==> src/rtl/seq_hit_window_counter.sv <==
// seq_hit_window_counter
// Counts match pulses from the sequence detector over windows of WINDOW
// valid bit slots and hands each window's count to the status logic via a
// one-deep valid/ready output register. Saturating count, saturation flag
// and a one-cycle drop pulse when a completed result cannot be stored.
module seq_hit_window_counter #(
  parameter int WINDOW = 16,
  parameter int CNT_W  = 8
) (
  input  logic             clk,
  input  logic             rst,
  input  logic             en,
  input  logic             hit,
  output logic [CNT_W-1:0] cnt_data,
  output logic             cnt_sat,
  output logic             cnt_valid,
  input  logic             cnt_ready,
  output logic             drop
);

  localparam int POS_W = (WINDOW > 2) ? $clog2(WINDOW) : 1;
  localparam logic [POS_W-1:0] POS_LAST = POS_W'(WINDOW - 1);
  localparam logic [CNT_W-1:0] CNT_MAX  = {CNT_W{1'b1}};

  typedef enum logic {
    EMPTY = 1'b0,
    FULL  = 1'b1
  } state_t;

  // Saturating increment: returns {clamp, sum}; clamp is set when a hit
  // arrives while the count is already at its maximum.
  function automatic logic [CNT_W:0] sat_add(input logic [CNT_W-1:0] a, input logic b);
    logic [CNT_W:0] r;
    r = {1'b0, a};
    if (b && (a == CNT_MAX)) begin
      r = {1'b1, CNT_MAX};
    end else if (b) begin
      r = {1'b0, a + CNT_W'(1'b1)};
    end else begin
      r = {1'b0, a};
    end
    return r;
  endfunction

  logic [POS_W-1:0] pos_r;
  logic [CNT_W-1:0] acc_r;
  logic             acc_sat_r;
  state_t           state_r;
  state_t           state_nxt_s;
  logic             load_s;
  logic             drop_nxt_s;
  logic             close_s;
  logic [CNT_W:0]   add_s;
  logic [CNT_W-1:0] cnt_data_r;
  logic             cnt_sat_r;
  logic             cnt_valid_r;
  logic             drop_r;

  // Window-close detect and the saturating sum of the current slot.
  always_comb begin
    add_s   = sat_add(acc_r, hit);
    close_s = en && (pos_r == POS_LAST);
  end

  // Slot position and accumulator; everything holds on en=0 slots.
  always_ff @(posedge clk) begin
    if (!rst) begin
      pos_r     <= {POS_W{1'b0}};
      acc_r     <= {CNT_W{1'b0}};
      acc_sat_r <= 1'b0;
    end else if (close_s) begin
      pos_r     <= {POS_W{1'b0}};
      acc_r     <= {CNT_W{1'b0}};
      acc_sat_r <= 1'b0;
    end else if (en) begin
      pos_r     <= pos_r + POS_W'(1'b1);
      acc_r     <= add_s[CNT_W-1:0];
      acc_sat_r <= acc_sat_r | add_s[CNT_W];
    end else begin
      pos_r     <= pos_r;
      acc_r     <= acc_r;
      acc_sat_r <= acc_sat_r;
    end
  end

  // Output FSM next state: load on close when the slot is free or being
  // drained this cycle, otherwise discard the new result and flag a drop.
  always_comb begin
    state_nxt_s = state_r;
    load_s      = 1'b0;
    drop_nxt_s  = 1'b0;
    case (state_r)
      EMPTY: begin
        if (close_s) begin
          load_s      = 1'b1;
          state_nxt_s = FULL;
        end else begin
          state_nxt_s = EMPTY;
        end
      end
      FULL: begin
        if (cnt_ready && close_s) begin
          load_s      = 1'b1;
          state_nxt_s = FULL;
        end else if (cnt_ready) begin
          state_nxt_s = EMPTY;
        end else if (close_s) begin
          drop_nxt_s  = 1'b1;
          state_nxt_s = FULL;
        end else begin
          state_nxt_s = FULL;
        end
      end
      default: begin
        state_nxt_s = EMPTY;
      end
    endcase
  end

  // Output FSM state and registered output stage.
  always_ff @(posedge clk) begin
    if (!rst) begin
      state_r     <= EMPTY;
      cnt_data_r  <= {CNT_W{1'b0}};
      cnt_sat_r   <= 1'b0;
      cnt_valid_r <= 1'b0;
      drop_r      <= 1'b0;
    end else begin
      state_r     <= state_nxt_s;
      cnt_valid_r <= (state_nxt_s == FULL);
      drop_r      <= drop_nxt_s;
      if (load_s) begin
        cnt_data_r <= add_s[CNT_W-1:0];
        cnt_sat_r  <= acc_sat_r | add_s[CNT_W];
      end else begin
        cnt_data_r <= cnt_data_r;
        cnt_sat_r  <= cnt_sat_r;
      end
    end
  end

  assign cnt_data  = cnt_data_r;
  assign cnt_sat   = cnt_sat_r;
  assign cnt_valid = cnt_valid_r;
  assign drop      = drop_r;

endmodule

==> config.mk <==
export PLATFORM = sky130hd
export DESIGN_NAME = seq_hit_window_counter
export DESIGN_NICKNAME = d
export VERILOG_FILES = /design/src/rtl/seq_hit_window_counter.sv
export SDC_FILE = /design/constraint.sdc
export NUM_CORES = 1
export LEC_CHECK = 0
export CORE_MARGIN = 2
export CORE_UTILIZATION = 56
export DETAILED_ROUTE_END_ITERATION = 6
export HOLD_SLACK_MARGIN = 0.05
export PLACE_DENSITY = 0.82
export SYNTH_ARGS = -nofsm -noshare
export SYNTH_HDL_FRONTEND = slang
export SYNTH_SLANG_ARGS = --single-unit
==> constraint.sdc <==
create_clock -name clk -period 3.53 [get_ports clk]
set_input_delay 0.8825 -clock clk [delete_from_list [all_inputs] [get_ports clk]]
set_output_delay 0.8825 -clock clk [all_outputs]
set_load 0.05 [all_outputs]
* After elaboration in Yosys (flattened, before gate mapping)
Cells that the tools add are included.
** Word-level totals
- Register bits :: 24
- Input port bits :: 5
** Operators by class
- Mux-type cells :: 8
- Reduce and logical (&&, ||, !) cells :: 5
- Bitwise gates (word level) :: 3
- Add/sub/neg operators :: 2
- Eq/ne operators :: 2
** Operators by type and width (count)
- $mux 9 :: 1
- $add 8x1->8 const B :: 1
- $eq 8x8->1 const B :: 1
- $mux 8 :: 1
- $add 4x1->4 const B :: 1
- $eq 4x4->1 const B :: 1
- $mux 1 :: 4
- $pmux 1 s2 :: 2
- $reduce_or 4->1 :: 1
- $logic_and 1x1->1 :: 3
- $not 1->1 :: 2
- $reduce_or 2->1 :: 1
- $or 1x1->1 :: 1

* Depth between registers and ports, before layout
- Depth after elaboration :: 5
- Mapped depth :: 6

* Worst setup path before layout
No wires, ideal clock.
- Path kind :: input-to-reg
- From :: input port hit
- To :: register cnt_data_r[5] (netlist: cnt_data[5])
- Cell stages on the path :: 5
- Path slack :: 1.748 ns
- Arrival time :: 1.660 ns
- Setup time :: 0.122 ns
- Data required time :: 3.408 ns
- Path buffers :: 1
- Path through :: and4_1 clkbuf_1 and3_2 o21ai_0 o22ai_1
** Between the ends
- Word-level cells in the longest chain between the ends :: 2
** RTL lines
- start: declaration :: RTL line 13 : input logic hit,
- $mux 8 or $logic_and 1x1->1 (tied branches) :: RTL line 37, 35
- $mux 9 * :: RTL line 35 : if (b && (a == CNT_MAX)) begin
- end signal: assignment :: RTL line 124 : cnt_data_r <= {CNT_W{1'b0}};
- end signal: assignment :: RTL line 133 : cnt_data_r <= add_s[CNT_W-1:0];
- end signal: assignment :: RTL line 136 : cnt_data_r <= cnt_data_r;
- end: declaration :: RTL line 54 : logic [CNT_W-1:0] cnt_data_r;
Mark *: on every way between the ends. The rest lies on a longest branch, timed or not.
A chain may end at the register's enable or synchronous reset.

* Worst setup path in the final report
- From :: register cnt_data_r[1] (netlist: cnt_data[1])
- To :: output port cnt_data[1]
** RTL lines
- end: declaration :: RTL line 14 : output logic [CNT_W-1:0] cnt_data,
No word-level cell between the ends.

==> summary.md <==
The tools report the number of H-tree levels as 1. The worst-case IR drop observed on VDD is 0.255 mV. Gates resized during post-CTS repair numbered 0. Dividing the detail-routed via count by the number of cells gives 5.73. The number of DRC markers in iteration 0 is 15. The critical path buffer and inverter count was 1. The path type of the worst min-delay path is flop to flop.

After filler insertion, the fill cell instance count of the layout stands at 175. Summed over all cells, the static leakage comes to 0.500 nW. Data on the critical path arrives at its endpoint at 1490 ps. Among all flip-flop cells after synthesis, the most frequent one is sky130_fd_sc_hd__dfxtp_1.

In this run the clock root is driven by a sky130_fd_sc_hd__clkbuf_4. The run gives 0 as the number of pins exceeding their max-slew limit in the final report. Across the run, the number of max-cap violations was 0.

The critical path start-end classification is flop to primary output. In the final design database the tool counted 145 nets. Hold repair after CTS inserted 0 buffers. The tools report the final count of hold timing violations as 0.

Measured along the y axis, the die boundary spans 48.8 um. The number of antenna violations at the first check in global routing is 0, and the number of warning messages in the yosys log is 0. Entering global routing, the biggest net connects 21 pins. At the end of routability-driven placement, the weighted congestion stood at 0.850. The global-route total usage across every layer is 0.190, and the distinct cell type count after synthesis is 30. The synthesis-to-finish area growth is 17.1%. The clock arrives with 2.81 ps of skew. For the area used by multi-input combinational logic, the log shows 578 um2.

The via count of the first global-routing pass came out at 817. The global-route congestion overflow total came out at 0. Setup repair after global routing left no endpoint under its margin. The tools report the count of mapped cells out of synthesis as 123. After clock tree synthesis, the setup repair step added 0 buffers.

The worst setup path is captured at a primary output. The clock reaches the later pin of the worst-skew pair after 310 ps. The area share of the largest cell type after synthesis came out at 0.428. Total power: 0.507 mW. For hold timing, the worst endpoint is cnt_data[6]. The cell accounting for the most synthesized area is sky130_fd_sc_hd__dfxtp_1.

Register bit count reported by yosys: 24. The count of input and output buffers came out at 15. For the maximum root-to-sink buffer count, the log shows 2. Pin slew with the least headroom to its limit: 505 ps. Counting cells, the worst reg-to-reg path comes to 5. Ranked by total cell area, the synthesized netlist is headed by sky130_fd_sc_hd__dfxtp_1 (43%), sky130_fd_sc_hd__a21oi_1 (4.0%), sky130_fd_sc_hd__o21ai_0 (4.0%), sky130_fd_sc_hd__buf_6 (4.0%), sky130_fd_sc_hd__nor2_1 (4.0%).

The number of design rule violations left after detail routing came out at 0. The per-cell routed wire length works out to 12.7 um. Counting instances in the post-synthesis netlist gives the leading cell types as sky130_fd_sc_hd__dfxtp_1 (24), sky130_fd_sc_hd__nor2_1 (12), sky130_fd_sc_hd__a21oi_1 (9), sky130_fd_sc_hd__nand2_1 (9), sky130_fd_sc_hd__o21ai_0 (9). The number of antenna-violating nets in the routed design was 0; the power density over cell area was 386 nW/um2. Based on the critical path, the design can be clocked at up to 422 MHz. The I/O pin count is 16.

The number of instances on the worst hold path works out to 2. The worst slack on hold paths was 477 ps. The worst-path cell with the longest stage delay was sky130_fd_sc_hd__clkdlybuf4s50_1.

For this run, the slowest stage of the critical path takes 810 ps. In the final layout, flip-flops and latches occupy 480 um2. After synthesis, the mean cell area works out to 9.12 um2. The tools report the utilization after layout as 0.684. TritonCTS built the clock tree.

Area of the core: 1920 um2. Row generation in the floorplan step produced 16 rows. The critical path goes through clkdlybuf4s50_1. The repair_antennas step left the layout with diodes totalling 0. The worst hold path begins at cnt_data[6].

The half-perimeter wire length of the detailed placement result came out at 1490 um. The clock-pin slew on the worst setup and hold paths was 130 ps. Counting I/O delays and the setup requirement, the final critical path takes 2370 ps.

The final route contains 939 vias. The width of the die works out to 48.8 um. The tools report the destination of the worst register-to-register timing path as acc_r[1].

The tools report the number of clock buffers inserted by TritonCTS as 3. The family with the most delay on the worst path is buffers and inverters. The proportion of synthesized flip-flops having asynchronous set or reset works out to 0. The nature of the critical path startpoint is a flop.

The run finished with clean final reports. The minimum setup slack among reg-to-reg paths came out at 1860 ps. The launching point of the worst reg2reg path was acc_r[0]. The run gives 4 as the count of TritonRoute iterations in the first routing pass.

The floorplan step defined a die boundary enclosing 2380 um2. The data required time of the critical path was 2650 ps. The final setup violation count is 0. The tools report the initial core utilization as 0.584. The layout cell share with drive strength beyond 1 is 0.0949, and the net count of the mapped netlist is 130.

After routing, the total negative slack on setup checks comes to 0 ps. For the headroom to the max-slew limit, the log shows 0.662. The area of the mapped netlist was 1120 um2; the number of enable-type register cells in the synthesized netlist was 0.

For the sequential fraction of the synthesis area, the log shows 0.428. The run gives 24 as the clock sink count. Post-route clock period utilization: 0.672. In the post-synthesis netlist, the cell with the most instances is sky130_fd_sc_hd__dfxtp_1. The first global-routing pass estimated 3600 um of wire. Aggregate routed wire length: 2080 um. The maximum net fanout on the critical path works out to 2.
## worst max path at each step
stage                           start          end  slack, ps  cells after the start
after floorplan                   hit  cnt_data[5]       1750                      5
after global placement            hit     acc_r[1]       1010                      5
after detailed placement          hit     acc_r[1]        930                      5
after CTS                 cnt_data[1]  cnt_data[1]       1150                      1
after global routing        cnt_valid    cnt_valid       1090                      1
final                     cnt_data[1]  cnt_data[1]       1160                      1
## cell families (layout without fill, tap and decap cells)
family          after synthesis  after routing  share of synthesized area
flops                        24             24                      0.428
mux                           4              4                     0.0357
compound gates               29             29                      0.159
buf+inv                       8             22                     0.0569
xor+xnor                      5              5                     0.0390
fa+ha+maj                     2              2                     0.0223
simple gates                 51             51                      0.259
## metal layers
metal  routed length [um]  up-vias  part of all wire  GRT usage
li1                     -      472                 -          -
met1                  958      435              0.46      0.251
met3                   88        6             0.042     0.0278
met2                  993       26              0.48      0.308
met4                   38        0             0.018     0.0810
met5                    0        -                 0          0
## cells in the final DEF (no fill, tap or decap), types with 2 or more instances in the layout
cell type,instances
sky130_fd_sc_hd__nand4_1,3
sky130_fd_sc_hd__nor2_1,12
sky130_fd_sc_hd__and3_1,2
sky130_fd_sc_hd__a211oi_2,2
sky130_fd_sc_hd__xor2_1,2
sky130_fd_sc_hd__clkbuf_4,3
sky130_fd_sc_hd__mux2i_1,4
sky130_fd_sc_hd__o22ai_1,3
sky130_fd_sc_hd__xnor2_1,3
sky130_fd_sc_hd__buf_4,2
sky130_fd_sc_hd__nand2b_1,2
sky130_fd_sc_hd__o21ai_0,9
sky130_fd_sc_hd__clkdlybuf4s50_1,15
sky130_fd_sc_hd__ha_1,2
sky130_fd_sc_hd__a31oi_1,3
sky130_fd_sc_hd__and4_1,2
sky130_fd_sc_hd__nor3_1,5
sky130_fd_sc_hd__dfxtp_1,24
sky130_fd_sc_hd__nor2b_1,2
sky130_fd_sc_hd__nand3_1,8
sky130_fd_sc_hd__nand2_1,9
sky130_fd_sc_hd__a21oi_1,9
sky130_fd_sc_hd__o211ai_1,2
sky130_fd_sc_hd__nand3b_1,2
## where the power goes
group          switching, mW  internal, mW
registers            0.00424         0.275
clock network         0.0817         0.115
logic                 0.0174        0.0138
total                  0.103         0.404
## flip-flops by register name, summed over array words and instances, names as in the netlist
| name | count |
|---|---|
| acc_r | 8 |
| acc_sat_r | 1 |
| cnt_data | 8 |
| cnt_sat | 1 |
| cnt_valid | 1 |
| drop | 1 |
| pos_r | 4 |
## final cells by class
class                           instances  area share
Tap cell                               27      0.0257
Clock buffer                            3      0.0171
Clock inverter                          1      0.0229
Sequential cell                        24       0.366
Timing Repair Buffer                   17       0.126
Multi-Input combinational cell         91       0.440
Inverter                                1     0.00286
## stage by stage
stage          area [um2]  setup slack, ps  instances
3_3_place_gp         1260             1010        160
2_1_floorplan        1120             1750        123
6_report             1310             1160        164
4_1_cts              1310             1150        164
5_1_grt              1310             1090        164
3_5_place_dp         1260              928        160
No activity file was read; power rests on OpenSTA's default activity.
